File: src/rtl/mux_src_bank8x4.sv
// mux_src_bank8x4: source stage for the 8-to-1 x WIDTH output mux.
// Eight writable WIDTH-bit registers feed the mux data inputs. A small
// sequencer produces the registered 3-bit mux select. It supports four modes:
// hold, step on a rising edge of `step`, timed auto-scan, and direct load.
// Every output comes straight from a flop, so it can be wired to the
// combinational mux without adding a timing path.

module mux_src_bank8x4 #(
    parameter int WIDTH = 4,   // data width of each bank register
    parameter int DWELL = 4    // cycles per select value in AUTO mode, 1..16
) (
    input  logic             clk,
    input  logic             reset,
    input  logic             wr_en,
    input  logic [2:0]       wr_addr,
    input  logic [WIDTH-1:0] wr_data,
    input  logic [1:0]       mode,
    input  logic             step,
    input  logic [2:0]       sel_load,
    output logic [WIDTH-1:0] q_0,
    output logic [WIDTH-1:0] q_1,
    output logic [WIDTH-1:0] q_2,
    output logic [WIDTH-1:0] q_3,
    output logic [WIDTH-1:0] q_4,
    output logic [WIDTH-1:0] q_5,
    output logic [WIDTH-1:0] q_6,
    output logic [WIDTH-1:0] q_7,
    output logic [2:0]       select,
    output logic             wrap
);

    // Sequencer modes, encoded as they appear on the `mode` pins.
    typedef enum logic [1:0] {
        MODE_HOLD = 2'b00,
        MODE_STEP = 2'b01,
        MODE_AUTO = 2'b10,
        MODE_LOAD = 2'b11
    } mode_e;

    // A 4-bit counter covers the largest legal dwell (counts 0..15).
    localparam int                CNT_W      = 4;
    localparam logic [CNT_W-1:0]  DWELL_LAST = CNT_W'(DWELL - 1);

    // ------------------------------------------------------------------
    // State
    // ------------------------------------------------------------------
    logic [WIDTH-1:0] bank_q [8];
    logic [WIDTH-1:0] bank_d [8];

    logic [2:0]       sel_q,   sel_d;
    logic             wrap_q,  wrap_d;
    logic [CNT_W-1:0] dwell_q, dwell_d;
    logic             step_hist_q;   // `step` as sampled on the previous edge

    mode_e            cur_mode;
    logic             step_edge;
    logic             advance;       // select moves forward by one on this edge

    assign cur_mode  = mode_e'(mode);
    assign step_edge = step & ~step_hist_q;

    // ------------------------------------------------------------------
    // Register bank: single write port, and the other registers hold.
    // ------------------------------------------------------------------
    // Next-state for the bank: copy, then overlay the addressed write.
    always_comb begin
        // NOTE: every combinational output gets a full default first, so
        // no path can leave it unassigned and infer a latch.
        bank_d = bank_q;
        if (wr_en) begin
            bank_d[wr_addr] = wr_data;
        end
    end

    // ------------------------------------------------------------------
    // Sequencer
    // ------------------------------------------------------------------
    // Next select, dwell count and wrap pulse from the current mode.
    always_comb begin
        sel_d   = sel_q;
        dwell_d = '0;      // any mode other than AUTO discards a partial dwell
        advance = 1'b0;

        unique case (cur_mode)
            MODE_HOLD: begin
                sel_d = sel_q;
            end
            MODE_STEP: begin
                advance = step_edge;
            end
            MODE_AUTO: begin
                if (dwell_q == DWELL_LAST) begin
                    advance = 1'b1;
                    dwell_d = '0;
                end else begin
                    dwell_d = dwell_q + CNT_W'(1);
                end
            end
            MODE_LOAD: begin
                sel_d = sel_load;
            end
            default: begin
                sel_d = sel_q;
            end
        endcase

        if (advance) begin
            sel_d = sel_q + 3'd1;
        end

        // Only a counting increment out of 7 wraps. A load never wraps.
        wrap_d = advance && (sel_q == 3'd7);
    end

    // ------------------------------------------------------------------
    // Flops
    // ------------------------------------------------------------------
    // All state updates on the rising edge, and reset overrides every input.
    always_ff @(posedge clk) begin
        // NOTE: sequential state uses non-blocking assignments only, so every
        // flop samples pre-edge values no matter what order the statements are in.
        if (reset) begin
            // NOTE: the bank is a handful of flops with defined power-up
            // contents (q_k = k), not a RAM macro, so it is reset like any
            // other register.
            for (int k = 0; k < 8; k++) begin
                bank_q[k] <= WIDTH'(k);
            end
            sel_q       <= 3'd0;
            wrap_q      <= 1'b0;
            dwell_q     <= '0;
            step_hist_q <= 1'b0;
        end else begin
            bank_q      <= bank_d;
            sel_q       <= sel_d;
            wrap_q      <= wrap_d;
            dwell_q     <= dwell_d;
            step_hist_q <= step;
        end
    end

    // ------------------------------------------------------------------
    // Outputs: straight from flops
    // ------------------------------------------------------------------
    assign q_0    = bank_q[0];
    assign q_1    = bank_q[1];
    assign q_2    = bank_q[2];
    assign q_3    = bank_q[3];
    assign q_4    = bank_q[4];
    assign q_5    = bank_q[5];
    assign q_6    = bank_q[6];
    assign q_7    = bank_q[7];
    assign select = sel_q;
    assign wrap   = wrap_q;

endmodule
File: config.mk
export PLATFORM = sky130hd
export DESIGN_NAME = mux_src_bank8x4
export DESIGN_NICKNAME = d
export VERILOG_FILES = /design/src/rtl/mux_src_bank8x4.sv
export SDC_FILE = /design/constraint.sdc
export NUM_CORES = 1
export LEC_CHECK = 0
export ABC_AREA = 1
export ABC_CLOCK_PERIOD_IN_PS = 1380
export CORE_AREA = 5 5 79 59
export DETAILED_ROUTE_END_ITERATION = 8
export DIE_AREA = 0 0 84 64
export HOLD_SLACK_MARGIN = 0.05
export PLACE_DENSITY = 0.86
export SETUP_SLACK_MARGIN = 0.3
export SYNTH_ARGS = -nofsm -noshare
export SYNTH_HDL_FRONTEND = slang
export SYNTH_SLANG_ARGS = --single-unit
File: constraint.sdc
create_clock -name clk -period 1.38 [get_ports clk]
set_input_delay 0.207 -clock clk [delete_from_list [all_inputs] [get_ports clk]]
set_output_delay 0.207 -clock clk [all_outputs]
set_load 0.02 [all_outputs]
==> results of run 1 <==
==> what timing repair did <==
item | in CTS | in global routing
buffers inserted | 3 | 0
gates resized for setup | 155 | 26
hold buffers | 0 | 0
pin swaps | 8 | 9
setup endpoints to repair | 48 | 41
gates cloned | 0 | 0
==> path summary, 6_finish.rpt <==
kind	end	slack [ns]	cells past startpoint
max	select[2]$_SDFFE_PP0P_	0.28	6
min	step_hist_q$_SDFF_PP0_	0.18	3
max reg2reg	select[2]$_SDFFE_PP0P_	0.28	6
min reg2reg	dwell_q[0]$_SDFF_PP0_	0.44	1
==> through the flow <==
stage	hold WS [ns]	util (%)	setup WS, ns	total power [W]	cell area [µm²]
after floorplan	0.266	-	0.321	0.00145	1700
after global placement	0.430	61.1	-0.126	0.00163	2320
after detailed placement	0.442	61.1	-0.191	0.00164	2320
after CTS	0.449	59.8	0.283	0.00237	2280
after global routing	0.202	61.4	0.218	0.00247	2330
final	0.181	61.4	0.282	0.00237	2330
==> Yosys cell counts (all sizes together) <==
cell type,number
nand3,18
nand2,47
dfxtp,41
inv,24
clkbuf,1
o21ai,22
buf,2
or2,2
a21oi,5
o211ai,1
ha,6
nor2,51
==> metal layers <==
layer  global-route usage, %  share of wire [%]  wire length [µm]
met4                    5.62                1.1                48
met2                    25.1                 48              1990
met1                    20.0                 45              1880
met5                       0                  0                 0
met3                    4.62                6.3               263
==> state kept, by name, indices dropped and copies added (netlist names) <==
signal and count:
q_1 4, q_2 4, wrap 1, q_5 4, q_4 4, q_6 4, select 3, q_3 4
q_0 4, step_hist_q 1, q_7 4, dwell_q 4
==> worst max-delay path, delay by kind of cell (launching register included) <==
family	cells	cell delay (ns)
AND/OR/NAND/NOR	2	0.09
adder cells (fa/ha/maj)	2	0.41
AO/OA/AOI/OAI	1	0.13
flip-flops	1	0.37
buffers and inverters	1	0.03
==> area by class of cell <==
cell class / count / area share, %
Clock buffer: 5 / 2.95
Timing Repair Buffer: 60 / 18.0
Tap cell: 52 / 2.79
Sequential cell: 41 / 35.7
Inverter: 24 / 3.86
Multi-Input combinational cell: 152 / 36.0
Clock inverter: 3 / 0.750
==> cell families after synthesis <==
kind of cell	count (synthesis)	share of synthesized area (%)
simple gates	118	31.6
flops	41	49.1
compound gates	28	8.54
buf+inv	27	6.22
fa+ha+maj	6	4.49
==> report_power, final <==
| part | leakage (nW) | total, W | internal [W] | switching, W |
|---|---|---|---|---|
| Clock | 0.0439 | 0.000772 | 0.000349 | 0.000423 |
| Combinational | 0.781 | 0.000347 | 0.000139 | 0.000209 |
| Sequential | 0.337 | 0.00125 | 0.00122 | 0.0000239 |
| Total | 1.16 | 0.00237 | 0.00171 | 0.000656 |
==> metrics, run 1 <==
clock skew=0.0131 ns; Worst Setup End Kind=flip-flop; crit path time final=1.10 ns; Yosys warnings=0; most frequent CP cell=ha_4; maximum clock frequency=911 MHz; total gr overflow=0; syn_area_per_cell=7.59 µm²; Max-Cap Viols=0; Pre-Repair DR Iteration Count=5; highest cell delay on the worst timing path=0.37 ns; layout cells sized above 1=34.0%; Finished Layout Cells=337; peak supply drop=782 µV; Syn Inst Count=220; starting density of the core=43.9%; nets@finish=306; I/O Buffers=51; multi-input logic area=840 µm²; wirelength, routed=4180 µm; GRT Util Overall=15.6%; DRT antenna net count=0; worst-margin pin slew=0.373 ns; initial antenna violation count=0; Worst Path Arrival=1.33 ns; CP cell instances=ha_4 > ha_4 > inv_2 > nand3_2 > nand2_1 > a21oi_1; #FFs+latches synth=41; I/O pin total=52; leakage power=1.16 nW; register area=833 µm²; DRT iter0 DRCs=87; Clock Root Buffer=clkbuf_8; leading area contributor after synthesis=dfxtp_1; WP data required=1.61 ns; first-pass GRT wire length=6860 µm; Num CTS Buffers=5; Final Hold Vio Count=0; Post-Syn Nets=242; CTS tree=built; Final TNS setup=0 ns; number of global-route vias before repair=1524; CTS HTree Levels=2; most frequent cells in the layout=nor2_1, dfxtp_1, buf_2; DRC viols=0; worst rel slew slack=75.1%; commonest non-fill, non-tap cell in the layout=nor2_1; routed vias/inst=4.74; top cells by area, synth=dfxtp_1, nor2_1, nand2_1; DR WL/cell=12.4 µm; CP max-delay cell=dfxtp_4; antenna cells=0; Setup-failing EPs final=0; row count=19; max-slew violations=0; Max FO, Critical Path=3; status=complete, no violations; Clock Latency Late Sink=0.29 ns; die area=5380 µm²; critical path class=reg -> reg; Seq/Total Area, Yosys=49.1%; clock transition at the registers of the reported paths=0.09 ns; Critical Path Source Type=flip-flop; Critical path origin=select[0]$_SDFFE_PP0P_; largest net degree at the start of global routing=21; reg2reg start=select[0]$_SDFFE_PP0P_; final worst path period share=79.5%; Hold Startpoint=step; CTS Buffer Depth=2; clock sink count=41; number of fill cells in the layout=345; Vias=1598; area grow syn2layout=39.8%; RSZ-0062 raised after global routing=true; Synth Cell Area=1670 µm²; Core Area=3800 µm²; Die X=84 µm; gp weighted congestion=0.759; Cells after DPL=326; die height=64 µm; hold crit path type=in -> reg; pwr dens=1010 nW/µm²; post-synth top area share=49.1%; count of different cell masters after synthesis=19; detailed-placement wirelength estimate=3010 µm
Power figures use the tool's default switching activity.
==> inputs of run 2 (changes only) <==
--- a/config.mk
+++ b/config.mk
@@ -6,7 +6,7 @@
 export NUM_CORES = 1
 export LEC_CHECK = 0
 export ABC_AREA = 1
-export ABC_CLOCK_PERIOD_IN_PS = 1380
+export ABC_CLOCK_PERIOD_IN_PS = 1100
 export CORE_AREA = 5 5 79 59
 export DETAILED_ROUTE_END_ITERATION = 8
 export DIE_AREA = 0 0 84 64
==> constraint.sdc (replaced) <==
create_clock -name clk -period 1.1 [get_ports clk]
set_input_delay 0.165 -clock clk [delete_from_list [all_inputs] [get_ports clk]]
set_output_delay 0.165 -clock clk [all_outputs]
set_load 0.02 [all_outputs]
==> metrics, run 2 (synthesis results as in run 1) <==
clock transition at the registers of the reported paths=0.08 ns (about the same); total gr overflow=0 (unchanged); DRC viols=0 (unchanged); nets@finish=316 (+3.3%); Die X=84 µm (unchanged); RSZ-0062 raised after global routing=true; Final Hold Vio Count=0 (unchanged); min setup slack post-route=-0.00982 ns (-0.292 ns); critical path class=reg -> reg; GRT Util Overall=16.6% (+1.1 points); routed vias/inst=4.74 (about the same); number of global-route vias before repair=1596 (+4.7%); die area=5380 µm² (unchanged); status=complete, but fails checks; Power, Total=0.00312 W (+32%); starting density of the core=43.9% (unchanged); crit path time final=1.11 ns (+0.0122 ns); Clock Latency Late Sink=0.29 ns (about the same); Critical Path Source Type=flip-flop; peak supply drop=985 µV (+26%); largest net degree at the start of global routing=34 (+62%); commonest non-fill, non-tap cell in the layout=nor2_1; Setup-failing EPs final=1 (+1); WP data required=1.29 ns (-0.32 ns); Worst Setup End Kind=flip-flop; Pre-Repair DR Iteration Count=4 (-1); Max FO, Critical Path=4 (+1); Vias=1646 (+3.0%); first-pass GRT wire length=7200 µm (+5.0%); gp weighted congestion=0.767 (+1.1%); failing checks=setup timing; hold crit path type=in -> reg; Max-Cap Viols=0 (unchanged); area grow syn2layout=61.9%; clock sink count=41 (unchanged); DRT antenna net count=0 (unchanged); most frequent cells in the layout=nor2_1, buf_6, dfxtp_2; maximum clock frequency=901 MHz (-1.1%); pwr dens=1150 nW/µm² (+14%); DRT iter0 DRCs=58 (-33%); clock skew=0.00396 ns (-0.00909 ns); CTS hold repair buffers=0 (unchanged); worst rel slew slack=79.2% (+4.1 points); max-slew violations=0 (unchanged); worst hold slack=0.304 ns (+0.122 ns); die height=64 µm (unchanged); CTS tree=built; I/O Buffers=51 (unchanged); I/O pin total=52 (unchanged); leakage power=1.23 nW (+6.2%); layout cells sized above 1=52.9% (+19 points); worst-margin pin slew=0.313 ns (-0.0604 ns); Num CTS Buffers=5 (unchanged); detailed-placement wirelength estimate=3030 µm (+0.66%); row count=19 (unchanged); final worst path period share=101% (+21 points); CTS HTree Levels=2 (unchanged); number of fill cells in the layout=291 (-16%); antenna cells=0 (unchanged); Worst Path Arrival=1.30 ns (-0.03 ns); Clock Root Buffer=clkbuf_8; dpl ws=-0.425 ns (-0.235 ns); Core Area=3800 µm² (unchanged); wirelength, routed=4440 µm (+6.2%); initial antenna violation count=0 (unchanged); DR WL/cell=12.8 µm (+3.1%); CTS Buffer Depth=2 (unchanged)
-- run 2: cell count changes in the layout (fill, tap and decap cells not counted), moves of 3 or more --
cell            delta
buf_6             +37
buf_2             -36
dfxtp_1           -33
dfxtp_2           +33
buf_4              +9
dlymetal6s2s_1     -5
a21oi_1            -4
a21oi_2            +4
clkbuf_2           +4
inv_1              -3
inv_4              +3
o21ai_2            +3
-- run 2: path summary, 6_finish.rpt --
path / from / endpoint / slack [ns] / depth (start not counted)
setup / recovery: dwell_q[0]$_SDFF_PP0_ / select[0]$_SDFFE_PP0P_ / -0.01 / 6
hold / removal: wr_addr[2] / q_0[2]$_SDFFE_PP0P_ / 0.30 / 5
setup reg to reg: dwell_q[0]$_SDFF_PP0_ / select[0]$_SDFFE_PP0P_ / -0.01 / 6
hold reg to reg: q_7[1]$_SDFFE_PP1P_ / q_7[1]$_SDFFE_PP1P_ / 0.47 / 2
-- run 2: report_power, final --
part | leakage (nW) | internal [W] | switching (W) | total (W)
clock network | 0.0455 | 0.000512 | 0.000495 | 0.00101
logic | 0.846 | 0.000246 | 0.000283 | 0.000529
registers | 0.341 | 0.00154 | 0.0000401 | 0.00158
-- run 2: final cells by class --
cell class                      count  area, µm²  area share, %
Timing Repair Buffer               70        689           25.5
Multi-Input combinational cell    152        888           32.8
Tap cell                           52       65.1           2.41
Clock buffer                        8       90.1           3.33
Inverter                           24       97.6           3.61
Sequential cell                    41        875           32.3
-- run 2: routing by layer --
metal	track usage, %	vias to the layer above	routed length (µm)
li1	-	838	-
met4	6.22	0	77
met2	26.6	41	2120
met1	20.7	759	1980
met5	0	-	0
met3	6.03	8	261
-- run 2: stage by stage --
| step | instance area (µm²) | std cells | utilization (%) | TNS, ns |
|---|---|---|---|---|
| final | 2710 | 347 | 71.1 | -0.00982 |
| after global routing | 2710 | 347 | 71.1 | -0.0990 |
| after CTS | 2650 | 345 | 69.5 | 0 |
| after detailed placement | 2380 | 331 | 62.6 | -9.15 |
| after global placement | 2380 | 331 | 62.6 | -8.23 |
| after floorplan | 1730 | 220 | - | 0 |
-- run 2: timing repair --
action | in CTS | in global routing
endpoints found under the hold margin | 0 | 0
pin swaps | 10 | 8
buffers inserted | 6 | 2
cloned | 0 | 0
resized for setup | 275 | 33
setup endpoints to repair | 76 | 72
-- run 2: worst max-delay path, stage by stage (launching register included) --
cell,delay [ns]
dfxtp_4,0.36
ha_4,0.16
nand3_2,0.07
nand2_4,0.07
buf_4,0.13
a21oi_1,0.14
nor2_1,0.07
==> inputs of run 3 (changes only) <==
--- a/config.mk
+++ b/config.mk
@@ -6,12 +6,13 @@
 export NUM_CORES = 1
 export LEC_CHECK = 0
 export ABC_AREA = 1
-export ABC_CLOCK_PERIOD_IN_PS = 1100
-export CORE_AREA = 5 5 79 59
+export ABC_CLOCK_PERIOD_IN_PS = 890
+export CAP_MARGIN = 5
+export CORE_AREA = 5 5 83 62
 export DETAILED_ROUTE_END_ITERATION = 8
-export DIE_AREA = 0 0 84 64
+export DIE_AREA = 0 0 88 67
 export HOLD_SLACK_MARGIN = 0.05
-export PLACE_DENSITY = 0.86
+export PLACE_DENSITY = 0.82
 export SETUP_SLACK_MARGIN = 0.3
 export SYNTH_ARGS = -nofsm -noshare
 export SYNTH_HDL_FRONTEND = slang
==> constraint.sdc (replaced) <==
create_clock -name clk -period 0.89 [get_ports clk]
set_input_delay 0.1335 -clock clk [delete_from_list [all_inputs] [get_ports clk]]
set_output_delay 0.1335 -clock clk [all_outputs]
set_load 0.02 [all_outputs]
==> metrics, run 3 (synthesis results as in run 1) <==
status=complete, but fails checks; failing checks=setup timing; antenna cells=0 (unchanged); WP data required=1.12 ns (-0.17 ns); Clock Latency Late Sink=0.29 ns (about the same); final core occ=79.6% (+8.5 points); CTS HTree Levels=2 (unchanged); RSZ-0062 raised after global routing=true; GRT Util Overall=17.9% (+1.2 points); detailed-placement wirelength estimate=3230 µm (+6.4%); setup slack, reg-to-reg=-0.20 ns (-0.19 ns); Core Area=4230 µm² (+11%); pwr dens=1220 nW/µm² (+5.8%); die height=67 µm (+4.7%); crit path time final=1.09 ns (-0.0236 ns); I/O pin total=52 (unchanged); Max-Cap Viols=0 (unchanged); Finished Layout Cells=365 (+5.2%); largest net degree at the start of global routing=15 (-56%); max-slew violations=0 (unchanged); DRT antenna net count=0 (unchanged); clock transition at the registers of the reported paths=0.07 ns (about the same); Final Hold Vio Count=0 (unchanged); wirelength, routed=5840 µm (+31%); most frequent cells in the layout=buf_6, nor2_1, dfxtp_2; commonest non-fill, non-tap cell in the layout=buf_6; die area=5900 µm² (+9.7%); number of fill cells in the layout=268 (-7.9%); Setup-failing EPs final=31 (+30); Cells after DPL=341 (+3.0%); gp weighted congestion=0.793 (+3.4%); starting density of the core=39.5% (-4.4 points); Max FO, Critical Path=3 (-1); final worst path period share=122% (+21 points); Worst Setup End Kind=flip-flop; clock skew=0.00279 ns (-0.00118 ns); DRC viols=0 (unchanged); peak supply drop=1080 µV (+10%); Pre-Repair DR Iteration Count=4 (unchanged); total gr overflow=0 (unchanged); initial antenna violation count=0 (unchanged); min setup slack post-route=-0.196 ns (-0.186 ns); maximum clock frequency=921 MHz (+2.2%); critical path class=reg -> reg; clock sink count=41 (unchanged); DRT iter0 DRCs=53 (-8.6%); register area=877 µm² (+0.29%); Worst Path Arrival=1.32 ns (+0.02 ns); number of global-route vias before repair=1678 (+5.1%); Critical Path Source Type=flip-flop; Vias=1792 (+8.9%); first-pass GRT wire length=7920 µm (+10%); hold crit path type=in -> reg; layout cells sized above 1=71.3% (+18 points); I/O Buffers=51 (unchanged); CTS Buffer Depth=2 (unchanged); routed vias/inst=4.91 (+3.5%); worst-margin pin slew=0.223 ns (-0.0901 ns); nets@finish=331 (+4.7%); row count=20 (+1); Clock Root Buffer=clkbuf_8; CTS hold repair buffers=0 (unchanged); Num CTS Buffers=5 (unchanged); leakage power=1.45 nW (+18%); DR WL/cell=16.0 µm (+25%); multi-input logic area=1220 µm² (+37%); dpl ws=-0.660 ns (-0.235 ns); worst rel slew slack=85.1% (+6.0 points); Die X=88 µm (+4.8%); CTS tree=built; area grow syn2layout=102%
-- run 3: final cells by class --
type / count / area share, %
Multi-Input combinational cell: 152 / 36.2
Sequential cell: 41 / 26.0
Tap cell: 55 / 2.04
Timing Repair Buffer: 85 / 27.9
Clock inverter: 2 / 0.297
Clock buffer: 6 / 2.15
Inverter: 24 / 5.39
-- run 3: path summary, 6_finish.rpt --
check                          from                     end  cells past startpoint
min reg2reg     q_3[1]$_SDFFE_PP1P_     q_3[1]$_SDFFE_PP1P_                      2
max reg2reg  select[1]$_SDFFE_PP0P_  select[2]$_SDFFE_PP0P_                      6
max          select[1]$_SDFFE_PP0P_  select[2]$_SDFFE_PP0P_                      6
min                           reset  select[1]$_SDFFE_PP0P_                      3
-- run 3: layer usage --
metal  share of wire, %  GRT usage, %  wire [µm]  vias to the layer above
li1                   -             -          -                      878
met1                 39          21.0       2300                      856
met2                 54          30.4       3160                       44
met3                4.4          6.30        258                       14
met4                1.9          5.75        110                        0
met5                  0             0          0                        -
-- run 3: critical path, stage by stage, from the launching register on --
cell,delay [ns]
dfxtp_4,0.37
ha_4,0.16
ha_4,0.25
inv_2,0.03
nand3_2,0.05
nand2_2,0.06
a21oi_2,0.11
-- run 3: where the power goes --
| group | leakage [nW] | switching, W | total, W | internal [W] |
|---|---|---|---|---|
| Clock | 0.0450 | 0.000641 | 0.00118 | 0.000544 |
| Combinational | 1.06 | 0.000504 | 0.000957 | 0.000453 |
| Sequential | 0.341 | 0.0000594 | 0.00196 | 0.00190 |
| Total | 1.45 | 0.00120 | 0.00410 | 0.00290 |
-- run 3: through the flow --
| step | hold WS (ns) | setup TNS, ns | power [W] | instance area (µm²) |
|---|---|---|---|---|
| floorplan | 0.193 | -0.538 | 0.00230 | 1840 |
| global placement | 0.440 | -23.20 | 0.00264 | 2560 |
| detailed placement | 0.449 | -24.53 | 0.00266 | 2560 |
| CTS | 0.136 | -1.49 | 0.00395 | 2950 |
| global route | 0.148 | -3.46 | 0.00431 | 3370 |
| finish | 0.146 | -1.73 | 0.00410 | 3370 |
-- run 3: timing repair --
| item | 4_1_cts | 5_1_grt |
|---|---|---|
| pin swaps | 31 | 43 |
| endpoints found under the setup margin | 77 | 76 |
| resized for setup | 309 | 90 |
| cloned | 2 | 0 |
| setup buffers | 6 | 8 |
